File: src/rtl/core_dispatch_scheduler_pkg.sv
// Shared definitions for the dispatch scheduler: state encoding, default sizes
// and the pointer-width helper.
package core_dispatch_scheduler_pkg;

  typedef enum logic [2:0] {
    IDLE  = 3'd0,
    PRIME = 3'd1,
    RUN   = 3'd2,
    DRAIN = 3'd3,
    DONE  = 3'd4
  } sched_state_t;

  localparam int DEF_N           = 16;
  localparam int DEF_CORE_NUMBER = 16;
  localparam int DEF_FIFO_DEPTH  = 32;

  // Bits needed to index 'value' entries, never less than one.
  function automatic int clog2_min1(input int value);
    int result;
    result = 0;
    while ((1 << result) < value) begin
      result = result + 1;
    end
    if (result < 1) begin
      result = 1;
    end
    return result;
  endfunction

endpackage

File: src/rtl/core_dispatch_scheduler_if.sv
// Bundle of the scheduler's run-control, core-array and outlier-stream signals.
interface core_dispatch_scheduler_if #(
  parameter int N           = 16,
  parameter int CORE_NUMBER = 16
);
  logic                   start;
  logic [2*N-1:0]         point_cloud_size;
  logic [CORE_NUMBER-1:0] core_finish;
  logic [CORE_NUMBER-1:0] core_outlier;
  logic [CORE_NUMBER-1:0] core_load;
  logic [2*N-1:0]         load_index;
  logic                   out_valid;
  logic                   out_ready;
  logic [2*N-1:0]         out_index;
  logic                   busy;
  logic                   done;
  logic [2*N-1:0]         stall_cycles;

  modport master (
    input  start, point_cloud_size, core_finish, core_outlier, out_ready,
    output core_load, load_index, out_valid, out_index, busy, done, stall_cycles
  );

  modport slave (
    output start, point_cloud_size, core_finish, core_outlier, out_ready,
    input  core_load, load_index, out_valid, out_index, busy, done, stall_cycles
  );
endinterface

File: src/rtl/core_dispatch_scheduler_rr_arbiter.sv
// Round-robin picker: first requesting core at or after the pointer, with wrap-around.
module core_dispatch_scheduler_rr_arbiter #(
  parameter int CORE_NUMBER = 16,
  parameter int PW          = 4
) (
  input  logic [CORE_NUMBER-1:0] req,
  input  logic [PW-1:0]          ptr,
  output logic [CORE_NUMBER-1:0] grant,
  output logic [PW-1:0]          grant_idx,
  output logic                   grant_valid
);

  // Scan from the pointer, keeping only the first hit.
  always_comb begin
    int cand;
    cand        = 0;
    grant       = '0;
    grant_idx   = '0;
    grant_valid = 1'b0;
    for (int i = 0; i < CORE_NUMBER; i++) begin
      cand = int'(ptr) + i;
      if (cand >= CORE_NUMBER) begin
        cand = cand - CORE_NUMBER;
      end else begin
        cand = cand;
      end
      if (!grant_valid && req[cand]) begin
        grant_valid = 1'b1;
        grant_idx   = PW'(cand);
        grant[cand] = 1'b1;
      end else begin
        grant_valid = grant_valid;
      end
    end
  end

endmodule

File: src/rtl/core_dispatch_scheduler.sv
// Dispatch scheduler: primes validator cores, reloads finished ones round-robin and
// queues outlier indices. Define SCHED_STATS_EN to enable the stall_cycles counter.
module core_dispatch_scheduler
  import core_dispatch_scheduler_pkg::*;
#(
  parameter int N           = DEF_N,
  parameter int CORE_NUMBER = DEF_CORE_NUMBER,
  parameter int FIFO_DEPTH  = DEF_FIFO_DEPTH
) (
  input logic clock,
  input logic reset,
  core_dispatch_scheduler_if.master bus
);

  localparam int W  = 2 * N;
  localparam int PW = clog2_min1(CORE_NUMBER);
  localparam int AW = clog2_min1(FIFO_DEPTH);
  localparam int CW = AW + 1;
  localparam logic [W-1:0]           CORES_W  = W'(CORE_NUMBER);
  localparam logic [CW-1:0]          DEPTH_C  = CW'(FIFO_DEPTH);
  localparam logic [CORE_NUMBER-1:0] ONE_HOT0 = CORE_NUMBER'(1);

  sched_state_t           state;
  logic [W-1:0]           size_r;
  logic [W-1:0]           prime_k;
  logic [W-1:0]           next_index;
  logic [W-1:0]           load_index_r;
  logic [CORE_NUMBER-1:0] slot_busy;
  logic [CORE_NUMBER-1:0] core_load_r;
  logic [W-1:0]           slot_index [CORE_NUMBER];
  logic [PW-1:0]          rr_ptr;
  logic                   busy_r;
  logic                   done_r;

  logic [W-1:0]  fifo_mem [FIFO_DEPTH];
  logic [AW-1:0] wr_ptr;
  logic [AW-1:0] rd_ptr;
  logic [CW-1:0] fifo_count;

  logic                   out_valid_s;
  logic                   pop_s;
  logic                   push_s;
  logic                   fifo_block_s;
  logic [W-1:0]           prime_len_s;
  logic [CORE_NUMBER-1:0] req_s;
  logic [CORE_NUMBER-1:0] grant_s;
  logic [PW-1:0]          grant_idx_s;
  logic                   grant_valid_s;

  assign out_valid_s  = (fifo_count != '0);
  assign pop_s        = out_valid_s & bus.out_ready;
  // A pop in the same cycle frees the slot a push needs, so full alone does not block.
  assign fifo_block_s = (fifo_count == DEPTH_C) & ~pop_s;
  assign prime_len_s  = (size_r < CORES_W) ? size_r : CORES_W;
  assign req_s = (state == RUN)
               ? (bus.core_finish & slot_busy & ~core_load_r
                  & ~(bus.core_outlier & {CORE_NUMBER{fifo_block_s}}))
               : '0;
  assign push_s = grant_valid_s & bus.core_outlier[grant_idx_s];

  core_dispatch_scheduler_rr_arbiter #(
    .CORE_NUMBER (CORE_NUMBER),
    .PW          (PW)
  ) u_arb (
    .req         (req_s),
    .ptr         (rr_ptr),
    .grant       (grant_s),
    .grant_idx   (grant_idx_s),
    .grant_valid (grant_valid_s)
  );

  // Run-control FSM with registered core_load/load_index/busy/done.
  always_ff @(posedge clock or posedge reset) begin
    if (reset) begin
      state        <= IDLE;
      size_r       <= '0;
      prime_k      <= '0;
      next_index   <= '0;
      load_index_r <= '0;
      slot_busy    <= '0;
      core_load_r  <= '0;
      rr_ptr       <= '0;
      busy_r       <= 1'b0;
      done_r       <= 1'b0;
      for (int i = 0; i < CORE_NUMBER; i++) begin
        slot_index[i] <= '0;
      end
    end else begin
      core_load_r <= '0;
      case (state)
        IDLE, DONE: begin
          if (bus.start) begin
            size_r     <= bus.point_cloud_size;
            prime_k    <= '0;
            next_index <= '0;
            rr_ptr     <= '0;
            slot_busy  <= '0;
            if (bus.point_cloud_size == '0) begin
              state  <= DONE;
              done_r <= 1'b1;
              busy_r <= 1'b0;
            end else begin
              state  <= PRIME;
              done_r <= 1'b0;
              busy_r <= 1'b1;
            end
          end
        end
        PRIME: begin
          core_load_r                  <= ONE_HOT0 << prime_k[PW-1:0];
          load_index_r                 <= prime_k;
          slot_busy[prime_k[PW-1:0]]   <= 1'b1;
          slot_index[prime_k[PW-1:0]]  <= prime_k;
          prime_k                      <= prime_k + W'(1);
          if ((prime_k + W'(1)) == prime_len_s) begin
            state      <= RUN;
            next_index <= prime_len_s;
          end
        end
        RUN: begin
          if (grant_valid_s) begin
            rr_ptr <= (grant_idx_s == PW'(CORE_NUMBER - 1)) ? '0 : grant_idx_s + PW'(1);
            if (next_index < size_r) begin
              core_load_r             <= grant_s;
              load_index_r            <= next_index;
              slot_index[grant_idx_s] <= next_index;
              next_index              <= next_index + W'(1);
            end else begin
              slot_busy[grant_idx_s] <= 1'b0;
            end
          end
          if (slot_busy == '0) begin
            state <= DRAIN;
          end
        end
        DRAIN: begin
          if (fifo_count == '0) begin
            state  <= DONE;
            busy_r <= 1'b0;
            done_r <= 1'b1;
          end
        end
        default: begin
          state  <= IDLE;
          busy_r <= 1'b0;
          done_r <= 1'b0;
        end
      endcase
    end
  end

  // Outlier FIFO pointers and occupancy.
  always_ff @(posedge clock or posedge reset) begin
    if (reset) begin
      wr_ptr     <= '0;
      rd_ptr     <= '0;
      fifo_count <= '0;
    end else begin
      if (push_s) begin
        wr_ptr <= wr_ptr + AW'(1);
      end
      if (pop_s) begin
        rd_ptr <= rd_ptr + AW'(1);
      end
      fifo_count <= fifo_count + {{AW{1'b0}}, push_s} - {{AW{1'b0}}, pop_s};
    end
  end

  // Outlier storage; entries are only observed behind out_valid, so no reset.
  always_ff @(posedge clock) begin
    if (push_s) begin
      fifo_mem[wr_ptr] <= slot_index[grant_idx_s];
    end
  end

  assign bus.core_load  = core_load_r;
  assign bus.load_index = load_index_r;
  assign bus.out_valid  = out_valid_s;
  assign bus.out_index  = out_valid_s ? fifo_mem[rd_ptr] : '0;
  assign bus.busy       = busy_r;
  assign bus.done       = done_r;

`ifdef SCHED_STATS_EN
  logic [W-1:0]           stall_r;
  logic [CORE_NUMBER-1:0] blocked_s;

  assign blocked_s = bus.core_finish & bus.core_outlier & slot_busy & ~core_load_r;

  // Saturating count of RUN cycles in which a ready outlier waited on a full FIFO.
  always_ff @(posedge clock or posedge reset) begin
    if (reset) begin
      stall_r <= '0;
    end else if (((state == IDLE) || (state == DONE)) && bus.start) begin
      stall_r <= '0;
    end else if ((state == RUN) && fifo_block_s && (|blocked_s) && (stall_r != '1)) begin
      stall_r <= stall_r + W'(1);
    end
  end

  assign bus.stall_cycles = stall_r;
`else
  assign bus.stall_cycles = '0;
`endif

endmodule
File: src/flat_wrapper.sv
// flat-port wrapper written by rule: the top's interface ports become plain ports
module core_dispatch_scheduler_flat import core_dispatch_scheduler_pkg::*;
#(
  parameter int N           = DEF_N,
  parameter int CORE_NUMBER = DEF_CORE_NUMBER,
  parameter int FIFO_DEPTH  = DEF_FIFO_DEPTH
)
  (clock, reset, bus_start, bus_point_cloud_size, bus_core_finish, bus_core_outlier, bus_out_ready, bus_core_load, bus_load_index, bus_out_valid, bus_out_index, bus_busy, bus_done, bus_stall_cycles);
  core_dispatch_scheduler_if #(.N(N), .CORE_NUMBER(CORE_NUMBER)) bus_i ();
  input logic clock;
  input logic reset;
  input wire logic [$bits(bus_i.start)-1:0] bus_start;
  input wire logic [$bits(bus_i.point_cloud_size)-1:0] bus_point_cloud_size;
  input wire logic [$bits(bus_i.core_finish)-1:0] bus_core_finish;
  input wire logic [$bits(bus_i.core_outlier)-1:0] bus_core_outlier;
  input wire logic [$bits(bus_i.out_ready)-1:0] bus_out_ready;
  output wire logic [$bits(bus_i.core_load)-1:0] bus_core_load;
  output wire logic [$bits(bus_i.load_index)-1:0] bus_load_index;
  output wire logic [$bits(bus_i.out_valid)-1:0] bus_out_valid;
  output wire logic [$bits(bus_i.out_index)-1:0] bus_out_index;
  output wire logic [$bits(bus_i.busy)-1:0] bus_busy;
  output wire logic [$bits(bus_i.done)-1:0] bus_done;
  output wire logic [$bits(bus_i.stall_cycles)-1:0] bus_stall_cycles;
  assign bus_i.start = bus_start;
  assign bus_i.point_cloud_size = bus_point_cloud_size;
  assign bus_i.core_finish = bus_core_finish;
  assign bus_i.core_outlier = bus_core_outlier;
  assign bus_i.out_ready = bus_out_ready;
  assign bus_core_load = bus_i.core_load;
  assign bus_load_index = bus_i.load_index;
  assign bus_out_valid = bus_i.out_valid;
  assign bus_out_index = bus_i.out_index;
  assign bus_busy = bus_i.busy;
  assign bus_done = bus_i.done;
  assign bus_stall_cycles = bus_i.stall_cycles;
  core_dispatch_scheduler #(.N(N), .CORE_NUMBER(CORE_NUMBER), .FIFO_DEPTH(FIFO_DEPTH)) u_core (.clock(clock), .reset(reset), .bus(bus_i));
endmodule
File: config.mk
export PLATFORM = sky130hd
export DESIGN_NAME = core_dispatch_scheduler_flat
export DESIGN_NICKNAME = d
export VERILOG_FILES = /design/src/rtl/core_dispatch_scheduler_pkg.sv /design/src/rtl/core_dispatch_scheduler_if.sv /design/src/rtl/core_dispatch_scheduler_rr_arbiter.sv /design/src/rtl/core_dispatch_scheduler.sv /design/src/flat_wrapper.sv
export SDC_FILE = /design/constraint.sdc
export NUM_CORES = 2
export LEC_CHECK = 0
export ABC_AREA = 1
export CORE_UTILIZATION = 51
export CTS_CLUSTER_DIAMETER = 100
export DETAILED_ROUTE_END_ITERATION = 6
export PLACE_DENSITY = 0.65
export RECOVER_POWER = 50
export SETUP_SLACK_MARGIN = 0.02
export SYNTH_ARGS = -nofsm -noshare
export SYNTH_HDL_FRONTEND = slang
export SYNTH_SLANG_ARGS = --single-unit
export TNS_END_PERCENT = 10
File: constraint.sdc
create_clock -name clock -period 55.2 [get_ports clock]
set_input_delay 11.04 -clock clock [delete_from_list [all_inputs] [get_ports clock]]
set_output_delay 11.04 -clock clock [all_outputs]
set_load 0.01 [all_outputs]
==> impl_metrics.yaml <==
hold_path:
  min_from: "u_core.slot_index[176]"
  hold_end: "u_core.slot_index[176]"
  holdCritPathClass: "reg2reg"
  min_path_cells: 2
floorplan:
  initial_core_util_pct: 51.4
  die_w_um: 404
  die_y_um: 404
  io_pins: 183
  core_area_sq_um: 160000
  core.rowCount: 147
  die-area_sq_um: 163000
worst_setup_path:
  crit_path_max_fanout: 121
  regToRegSetupSlack_ns: 37.84
  r2r-start: "u_core.fifo_count[3]"
  critical_path_required_ns: 55.50
  start_kind: "primary input"
  r2r-end: "u_core.fifo_mem[17][9]"
  crit_type: "in2reg"
  arrival_ns: 26.23
  rr_worst_depth: 29
  cp-end-kind: "flop"
timing:
  hold_viol: 0
  finClkSkew_ns: 0.0797
  rsz0062_at_grt: "no"
  setup_viol: 0
  fin_ws_ns: 29.27
  drv_slew: 2800
  worst_pin_slew_ns: 8.84
  min_period_ns: 25.93
  relSlewSlack_pct: -490
  finalCritPeriodShare_pct: 47.0
  max_freq_mhz: 38.6
  setup_tns_ns: 0
place:
  port_buffers: 150
  place_congestion: 0.970
  post-place-ws_ns: 35.37
  hpwl_um: 181000
logic_synthesis:
  synth_enable_flop_cells: 1024
  async_flop_share_pct: 40.5
  ys_ff_latch: 1721
  ys_seq_area_share_pct: 58.5
  avgSynthCellArea_sq_um: 9.38
  ys.flop_type: "edfxtp_1"
  synthSimpleGateAreaFrac_pct: 14.6
  synthXorXnorAreaFrac_pct: 0.424
  synthCells: 8779
  synth_common_cells: "nand2_1, nor2_1, o21ai_0, edfxtp_1, dfrtp_1"
  synth-compound-area-share_pct: 18.6
  yosysWarnings: 0
  synth.most_common_cell: "nand2_1"
  synthAdderAreaFrac_pct: 1.16
  yosysTopAreaCell: "edfxtp_1"
  netlist_top_cells_area: "edfxtp_1, dfrtp_1, o21ai_0"
  ys_types: 62
  syn_area_sq_um: 82400
  synth_top_family_by_area: "compound AO/OA/AOI/OAI gates"
  synthMuxAreaShare_pct: 0.0380
  synth_top_cell_area_share_pct: 37.3
clocking:
  cts_sinks: 1721
  clock_tree.root_cell: "clkbuf_16"
  clk_latency_ns: 0.86
  cts_tree: "done"
  clkTransAtPathRegs_ns: 0.06
  postCtsHoldBufs: 0
  postCtsSetupBuffers: 0
  cts_buffers: 180
  clockBufferDepth: 3
  htree_levels: 4
  cts_resized: 0
outcome:
  violations: "DRC, capacitance limit, slew limit"
  status: "finished with violations"
route:
  antenna_left: 0
  wirelength_um: 302000
  post_drt_via_cell_ratio: 6.41
  dr.pass1.iters: 7
  drcViolationCount: 1
  num_vias: 69900
  first_iter_violations: 9310
  wire_per_inst_um: 27.6
grt:
  grt-ovfl-total: 0
  grt_max_degree: 207
  antenna_found_initial: 7
  track_usage_pct: 36.4
  grt_pass1_vias: 66000
  grt_pass1_wl_um: 440000
finish:
  fin_nets: 8742
  areaGrowthSynthToFinish_pct: 10.7
  drive_above_1_share_pct: 5.53
flow_run:
  maxCapViolCount: 56
## state kept, by name (all words and copies together), names as in the netlist
name	cells
u_core.rr_ptr	4
u_core.next_index	32
u_core.state	3
u_core.fifo_count	6
u_core.bus.load_index	32
u_core.size_r	32
u_core.fifo_mem	1024
u_core.prime_k	32
u_core.bus.busy	1
u_core.bus.core_load	16
u_core.slot_busy	16
u_core.bus.done	1
u_core.rd_ptr	5
u_core.wr_ptr	5
u_core.slot_index	512
## cell usage in the layout, fill, tap and decap left out, drive strengths merged, types with 37 or more instances in the layout
master / count
ha: 75
edfxtp: 1024
nand4: 51
dlygate4sd3: 81
xor2: 37
a21oi: 350
nand3: 397
a221oi: 37
o221ai: 90
inv: 683
clkinv: 74
nor3: 49
dfrtp: 697
clkbuf: 293
a22oi: 37
nor2: 1158
o211ai: 117
buf: 104
clkdlybuf4s50: 69
o21ai: 1124
a211oi: 92
nand2: 1272
a31oi: 47
o22ai: 591
o2111ai: 62
## kinds of logic (layout without fill, tap and decap cells)
logic type               count (synthesis)  in the layout
AND/OR/NAND/NOR                       2963           2963
adder cells (fa/ha/maj)                 76             76
AO/OA/AOI/OAI                         2588           2588
buffers and inverters                 1388           1320
other                                    1             38
multiplexers                             3              3
XOR/XNOR                                39             39
flip-flops                            1721           1721
## routing by layer
| layer | vias to the layer above | GRT usage (%) | part of all wire [%] |
|---|---|---|---|
| li1 | 30500 | - | - |
| met1 | 34200 | 48.1 | 39 |
| met2 | 4229 | 56.6 | 45 |
| met3 | 957 | 7.91 | 10 |
| met4 | 6 | 18.6 | 5.8 |
| met5 | - | 0 | 0.014 |
## worst max-delay path by stage
stage	start	end	slack (ns)
finish	bus_out_ready	u_core.fifo_mem[17][9]	29.27
global route	bus_out_ready	u_core.fifo_mem[5][9]	28.67
CTS	bus_out_ready	u_core.fifo_mem[20][9]	36.26
detailed placement	bus_out_ready	u_core.fifo_mem[20][18]	35.37
global placement	bus_out_ready	u_core.fifo_mem[20][18]	35.43
floorplan	reset	u_core.bus.busy	24.61
## critical path, cell delays in order
cell and delay, ns:
dlygate4sd3_1 0.55, nand2_1 0.49, nand3_1 0.20, nand3_1 0.15, nand3_1 0.11, nand3_1 0.19, nand3_1 0.11, nand2_1 0.46
nand3_1 0.19, nor2_1 0.29, nand4_1 0.21, nor2_1 0.32, nand4_1 0.27, nor2_1 1.49, nor2_1 0.13, nand2_1 0.14
inv_1 0.05, nand3_1 0.21, nand2_1 2.59, inv_1 0.59, clkbuf_1 2.09, clkbuf_1 1.82, o21ai_0 0.30, o22ai_1 0.29
nand2_1 0.07, o2111ai_1 0.11, clkbuf_1 1.63
## per-stage QoR
stage | util (%) | instances | hold slack, ns | area (sq um)
2_1_floorplan | - | 8810 | 0.442 | 82500
3_3_place_gp | 53.5 | 10600 | 0.455 | 85800
3_5_place_dp | 53.5 | 10600 | 0.459 | 85800
4_1_cts | 57.1 | 10900 | 0.473 | 91600
5_1_grt | 56.9 | 10900 | 0.489 | 91200
6_report | 56.9 | 10900 | 0.474 | 91200
## area by class of cell
| class | count | area (sq um) |
|---|---|---|
| Inverter | 693 | 2610 |
| Clock inverter | 80 | 883 |
| Fill cell | 14100 | 69200 |
| Antenna cell | 6 | 15.0 |
| Clock buffer | 246 | 4940 |
| Multi-Input combinational cell | 5701 | 29400 |
| Sequential cell | 1721 | 48200 |
| Timing Repair Buffer | 301 | 2480 |
| Tap cell | 2160 | 2700 |
Power is not shown: default switching activity piles up to over one toggle a cycle in this logic, so the estimate is an artifact.
